==> src/rtl/issue_ctrl.sv <==
// issue_ctrl: in-order issue control for the ID stage.
//
// Decides each cycle whether the instruction in ID may advance to EX. Issue is
// blocked by register hazards (RAW on rs1/rs2, WAW on rd) tracked in a 32-entry
// busy scoreboard, and by a multi-cycle mul/div still occupying EX.
//
// Ports
//   clk, rst                 clock, synchronous active-high reset
//   id_valid                 decoded instruction present in ID
//   id_rs1_addr/id_rs2_addr  source register addresses
//   id_rd_addr               destination register address
//   id_rs1_used/id_rs2_used  instruction reads rs1 / rs2
//   id_wb_en                 instruction writes rd
//   id_is_muldiv             instruction is a multi-cycle mul/div
//   wb_valid, wb_rd          register-file write happening this cycle
//   ex_flush                 taken branch/jump in EX, kill the ID instruction
//   issue                    ID instruction advances to EX this cycle
//   stall_if, stall_id       hold PC / IF-ID register
//   flush_id                 insert bubble into ID/EX
//   busy_vec                 scoreboard, bit n = write to xn pending
//   stall_cnt                saturating count of stalled cycles
module issue_ctrl #(
  parameter int MULDIV_LAT = 4,
  parameter int CNT_W      = 16
) (
  input  logic             clk,
  input  logic             rst,
  input  logic             id_valid,
  input  logic [4:0]       id_rs1_addr,
  input  logic [4:0]       id_rs2_addr,
  input  logic [4:0]       id_rd_addr,
  input  logic             id_rs1_used,
  input  logic             id_rs2_used,
  input  logic             id_wb_en,
  input  logic             id_is_muldiv,
  input  logic             wb_valid,
  input  logic [4:0]       wb_rd,
  input  logic             ex_flush,
  output logic             issue,
  output logic             stall_if,
  output logic             stall_id,
  output logic             flush_id,
  output logic [31:0]      busy_vec,
  output logic [CNT_W-1:0] stall_cnt
);

  typedef enum logic {RUN, MD_WAIT} state_t;

  localparam logic [3:0] MD_LOAD = 4'(MULDIV_LAT - 1);

  state_t      state, state_nxt;
  logic [3:0]  md_cnt, md_cnt_nxt;
  logic [31:0] clr_mask;
  logic [31:0] set_mask;
  logic [31:0] eff_busy;
  logic        rs1_raw, rs2_raw, rd_waw, hazard;

  // A writeback landing this cycle already resolves the hazard on its register,
  // so the consumer may issue in the same cycle.
  always_comb begin
    clr_mask = '0;
    if (wb_valid && (wb_rd != 5'd0)) clr_mask[wb_rd] = 1'b1;
    eff_busy = busy_vec & ~clr_mask;

    rs1_raw = id_rs1_used && (id_rs1_addr != 5'd0) && eff_busy[id_rs1_addr];
    rs2_raw = id_rs2_used && (id_rs2_addr != 5'd0) && eff_busy[id_rs2_addr];
    rd_waw  = id_wb_en    && (id_rd_addr  != 5'd0) && eff_busy[id_rd_addr];
    hazard  = id_valid && (rs1_raw || rs2_raw || rd_waw);

    issue    = id_valid && !hazard && (state == RUN) && !ex_flush && !rst;
    flush_id = ex_flush || (id_valid && !issue);
    stall_id = id_valid && !issue && !ex_flush;
    stall_if = stall_id;

    set_mask = '0;
    if (issue && id_wb_en && (id_rd_addr != 5'd0)) set_mask[id_rd_addr] = 1'b1;
  end

  // Mul/div occupancy: after the issuing cycle, md_cnt counts the remaining
  // blocked cycles down to 1, then issue reopens.
  always_comb begin
    state_nxt  = state;
    md_cnt_nxt = md_cnt;
    case (state)
      RUN: begin
        if (issue && id_is_muldiv && (MULDIV_LAT > 1)) begin
          state_nxt  = MD_WAIT;
          md_cnt_nxt = MD_LOAD;
        end
      end
      MD_WAIT: begin
        md_cnt_nxt = md_cnt - 4'd1;
        if (md_cnt == 4'd1) state_nxt = RUN;
      end
      default: begin
        state_nxt  = RUN;
        md_cnt_nxt = '0;
      end
    endcase
  end

  always_ff @(posedge clk) begin
    if (rst) begin
      state     <= RUN;
      md_cnt    <= '0;
      busy_vec  <= '0;
      stall_cnt <= '0;
    end else begin
      state     <= state_nxt;
      md_cnt    <= md_cnt_nxt;
      // Set is applied after clear so a same-cycle set of the same bit wins;
      // x0 is never tracked.
      busy_vec  <= ((busy_vec & ~clr_mask) | set_mask) & 32'hFFFF_FFFE;
      if (stall_id && (stall_cnt != {CNT_W{1'b1}}))
        stall_cnt <= stall_cnt + 1'b1;
    end
  end

endmodule
==> config.mk <==
export PLATFORM = sky130hd
export DESIGN_NAME = issue_ctrl
export DESIGN_NICKNAME = d
export VERILOG_FILES = /design/src/rtl/issue_ctrl.sv
export SDC_FILE = /design/constraint.sdc
export NUM_CORES = 1
export LEC_CHECK = 0
export ABC_AREA = 1
export CORE_MARGIN = 10
export CORE_UTILIZATION = 56
export DETAILED_ROUTE_END_ITERATION = 10
export PLACE_DENSITY = 0.9
export SKIP_CTS_REPAIR_TIMING = 1
export SYNTH_ARGS = -nofsm -noshare
export SYNTH_HDL_FRONTEND = slang
export SYNTH_SLANG_ARGS = --single-unit
==> constraint.sdc <==
create_clock -name clk -period 6.55 [get_ports clk]
set_input_delay 1.31 -clock clk [delete_from_list [all_inputs] [get_ports clk]]
set_output_delay 1.31 -clock clk [all_outputs]
set_load 0.02 [all_outputs]
-- After elaboration in Yosys (flattened, before gate mapping)
Index checks and enable logic that the tools add are counted.
W data, S select, Z words.
- output and inout port bits: 52
- logic and storage cells: 68
- memories kept: 0
- bits in registers: 53
- latch bits: 0
- memory bits (read-only): 0
- bits of input ports: 29
- bits in writable memories: 0
- multiplexer cells: 17
- bitwise operators: 4
- equal/unequal tests: 3
- shifts and indexed selects: 0
- reduce and logical (&&, ||, !) cells: 31
- $lt $le $gt $ge: 6
- $mul: 0
- add/sub/neg operators: 2
- divide/modulo/power cells: 0
- operators with widths (cell ; count):
    $mux W32 ; 2
    $and A32 B32 Y32 ; 1
    $not A32 Y32 ; 1
    $or A32 B32 Y32 ; 1
    $lt A5 B6 Y1 const B ; 4
    $logic_and A1 B1 Y1 ; 20
    $reduce_bool A5 Y1 ; 4
    $add A16 B1 Y16 const B ; 1
    $ne A16 B16 Y1 const B ; 1
    $bmux W1 S5 ; 3
    $demux W1 S5 ; 2
    $ge A5 B1 Y1 const B ; 2
    $pmux W4 S2 ; 1
    $mux W1 ; 7
    $eq A4 B1 Y1 const B ; 1
    $logic_not A1 Y1 ; 4
    $mux W4 ; 1
    $sub A4 B1 Y4 const B ; 1
    $logic_or A1 B1 Y1 ; 3
    $ne A2 B1 Y1 const B ; 1
    $pmux W1 S2 ; 1
    $not A1 Y1 ; 1

-- Depth between registers and ports, before layout
- word-level depth: 22
- gate-level depth with buffers: 19

-- Worst setup path before layout
Ideal clock, no wire load.
- path kind: input-to-output
- start point: input wb_rd[2]
- end point: output stall_if
- slack: 2.329 ns
- data required time: 5.240 ns
- cell stages on the path: 13
- arrival time: 2.911 ns
- cell sequence: buf_2 > nand3_1 > o21ai_0 > a21oi_1 > nand2_1 > nand3_1 > nand2_1 > inv_1 > a21oi_2 > nand3_2 > nand3_1 > inv_1 > buf_4
- cells in the longest elaborated chain, start to end: 21
- elaborated cells between the ends (all ways): 30
- those cells by class: 2 x order compare; 9 x mux; 2 x bitwise; 17 x reduce/logical
- ends and longest elaborated chain (item ; RTL line ; text):
    start, declared ; 37 ; input logic [4:0] wb_rd,
    $lt A5 B6 Y1 (not written as such) / $ge A5 B1 Y1 (equally long branches) ; 62 ; if (wb_valid && (wb_rd != 5'd0)) clr_mask[wb_rd] = 1'b1;
    $logic_and A1 B1 Y1 (not written as such) ; 62 ;
    $mux W1 (not written as such) ; 62 ;
    $demux W1 S5 ; 62 ;
    $mux W32 (*) ; 62 ;
    $not A32 Y32 (*) ; 63 ; eff_busy = busy_vec & ~clr_mask;
    $and A32 B32 Y32 (*) ; 63 ;
    $bmux W1 S5, on equally long branches ; 65, 66 ;
    $mux W1, on equally long branches ; 65, 66 ;
    $logic_and A1 B1 Y1, on equally long branches ; 65, 66 ;
    $logic_or A1 B1 Y1 ; 68 ; hazard = id_valid && (rs1_raw || rs2_raw || rd_waw);
    $logic_or A1 B1 Y1 (*) ; 68 ;
    $logic_and A1 B1 Y1 (*) ; 68 ;
    $logic_not A1 Y1 (*) ; 70 ; issue = id_valid && !hazard && (state == RUN) && !ex_flush && !rst;
    $logic_and A1 B1 Y1 (*) (4 in series) ; 70 ;
    $logic_not A1 Y1 (*) ; 72 ; stall_id = id_valid && !issue && !ex_flush;
    $logic_and A1 B1 Y1 (*) (2 in series) ; 72 ;
    end, declared ; 40 ; output logic stall_if,
Every way passes the cells marked *; elsewhere a longest branch is shown, timed or not. The select of a mux whose other input is x is not followed.

-- Worst setup path after layout
Ends and elaborated chain as after synthesis.

==> qor.yml <==
timing:
  setup_viol: 0
  timing.final.ws_setup_ns: 0.693
  min_period_ns: 5.86
  worst_pin_slew_ns: 0.875
  slew_viol_final: 0
  finalClockSkew_ns: 0.0108
  fin_hold_ws_ns: 0.500
  tns_ns: 0
  rsz0062_at_grt: "no"
  slew_headroom_pct: 41.6
  finalCritPeriodShare_pct: 89.4
  clock.fmax_mhz: 171
  finalHoldViolations: 0
layout:
  fill_cells: 587
  num_antenna_cells: 0
  drive_gt1_share_pct: 3.76
  final_common_cell: "nand2_1"
  layout_common_cells: "nand2_1 (182), nand3_1 (115), clkdlybuf4s50_1 (79)"
  multi_input_area_sq_mm: 0.00229
  area_growth_syn_to_layout_pct: 23.4
  seq_area_sq_mm: 0.00104
  fin_cells: 795
  nets: 749
critical_path:
  critPathRequiredTime_ns: 5.24
  worst-endpoint-arrival_ns: 4.55
  r2r_slack_ns: 4.02
  crit_chain: "clkdlybuf4s50_1, nand3_1, o21ai_0, a21oi_1, nand2_1, nand3_1, nand2_1, inv_1, a21oi_2, nand3_2, nand3_1, inv_1, clkdlybuf4s50_1"
  cp_slowest_cell: "clkdlybuf4s50_1"
  crit_type: "in -> out"
  path_buf_inv: 4
  worst_path_largest_cell_delay_ns: 0.66
  crit_family: "buffers and inverters"
  path_common_cell: "nand3_1"
  cp_max_fo: 15
  worst_setup_path_start_kind: "primary input"
  end_kind: "primary output"
grt:
  grt_pass1_vias: 4162
  grt_max_degree: 38
  grt_pass1_wl_um: 21400
  gr-total-overflow: 0
  track_usage_pct: 25.5
  antenna_found_initial: 0
detailed_routing:
  drc: 0
  drtIter0Drc: 639
  ant_nets: 0
  dr.pass1.iters: 6
  routed_wl_um: 13700
  avgRoutedWirePerCell_um: 17.2
  vias_per_cell: 6.08
  vias: 4837
logic_synthesis:
  syn_inst: 654
  synth_area_per_cell_sq_um: 5.75
  async_reset_ff_share_pct: 0
  yosys.area.top_type: "dfxtp_1"
  ys_warn_count: 0
  synth_cell_types: 32
  syn_nets: 686
  synth_top_area_share_pct: 27.7
  ys_seq_area_share_pct: 27.7
  synth_area_sq_mm: 0.00376
  ys_seq_elements: 52
  synth_edf_count: 0
  synthTopCellsByArea: "dfxtp_1 (28%), nand2_1 (18%), nand3_1 (15%)"
  ys.flop_type: "dfxtp_1"
clocking:
  clkTransAtPathRegs_ns: 0.10
  h-tree-depth: 2
  cts-root-buf: "clkbuf_8"
  clk_latency_ns: 0.31
  cts_buffer_depth: 2
  clock-sinks: 52
  numCtsBuffers: 5
  cts_tree: "done"
power_and_ir_drop:
  peakVddDrop_mv: 0.105
  p_sw_uw: 207
  seqPwrFrac_pct: 49.6
  power_uw: 652
  p_clk_share_pct: 29.5
  switching_share_pct: 31.8
  power_leakage_uw: 0.00193
  pwr-share-comb_pct: 21.0
  powerDensity_mw_per_mm2: 140
  intPower_uw: 444
status:
  status: "finished, final reports clean"
floorplanning:
  start_util_pct: 58.6
  die_x_um: 102
  ioPinCount: 81
  core_area_sq_mm: 0.00642
  die_y_um: 102
  rows: 29
  dieArea_sq_mm: 0.0104
placed_design:
  place_ws_ns: 0.858
  port_buffers: 79
  dp_hpwl_um: 10500
  dp.cells: 787
  routabilityCongestion: 1.05
hold_path:
  hp-class: "reg -> reg"
job:
  timing.max_cap.violations: 0
[stage by stage]
step / utilization [%] / area, sq um
6_report: 72.3 / 4640
5_1_grt: 72.3 / 4640
4_1_cts: 72.3 / 4640
3_5_place_dp: 70.9 / 4550
3_3_place_gp: 70.9 / 4550
2_1_floorplan: - / 3760
[cell type report]
class                           instances  share of cell area [%]
Timing Repair Buffer                   86                    18.2
Clock buffer                            5                    1.48
Multi-Input combinational cell        497                    49.3
Clock inverter                          3                   0.485
Sequential cell                        52                    22.4
Inverter                               75                    6.09
Tap cell                               77                    2.08
[registers in the layout (all words and copies together), names as in the netlist]
name	count
state	1
md_cnt	4
busy_vec	31
stall_cnt	16
[final timing paths]
| path | startpoint | to | cells after the start |
|---|---|---|---|
| setup reg to reg | busy_vec[21] | md_cnt[1] | 15 |
| hold reg to reg | md_cnt[3] | md_cnt[3] | 2 |
| setup / recovery | wb_rd[2] | stall_if | 13 |
| hold / removal | md_cnt[3] | md_cnt[3] | 2 |
[cells by family after synthesis]
family	synth area share [%]
other cells	0.0997
fa+ha+maj	0.998
flops	27.7
simple gates	49.8
buf+inv	11.5
compound gates	9.88
[power groups by stage]
| stage | registers (uW) | clock network [uW] | logic, uW |
|---|---|---|---|
| 2_1_floorplan | 332 | 0 | 82.6 |
| 3_3_place_gp | 330 | 0 | 130 |
| 3_5_place_dp | 330 | 0 | 132 |
| 4_1_cts | 323 | 193 | 133 |
| 5_1_grt | 324 | 204 | 149 |
| 6_report | 323 | 192 | 137 |
[worst min-delay path, stage by stage (launching register included)]
cell	delay, ns
dfxtp_1	0.33
nand3_1	0.08
a21oi_1	0.06
[cell usage after synthesis (all sizes together), types with 2 or more instances]
cell / instances
nand3: 116
nor2: 75
a21oi: 44
nand4: 35
nand2: 182
dfxtp: 52
ha: 3
buf: 14
inv: 73
nor3: 9
clkbuf: 16
o21ai: 25
clkinv: 2
[per-layer routing]
layer / vias to the layer above / GRT usage (%) / wire length [um]
li1: 2266 / - / -
met1: 2177 / 36.5 / 5890
met2: 370 / 36.5 / 5600
met3: 24 / 6.88 / 1940
met4: 0 / 6.62 / 235
met5: - / 0 / 0
Note: power is estimated with default switching activity, not from simulation.
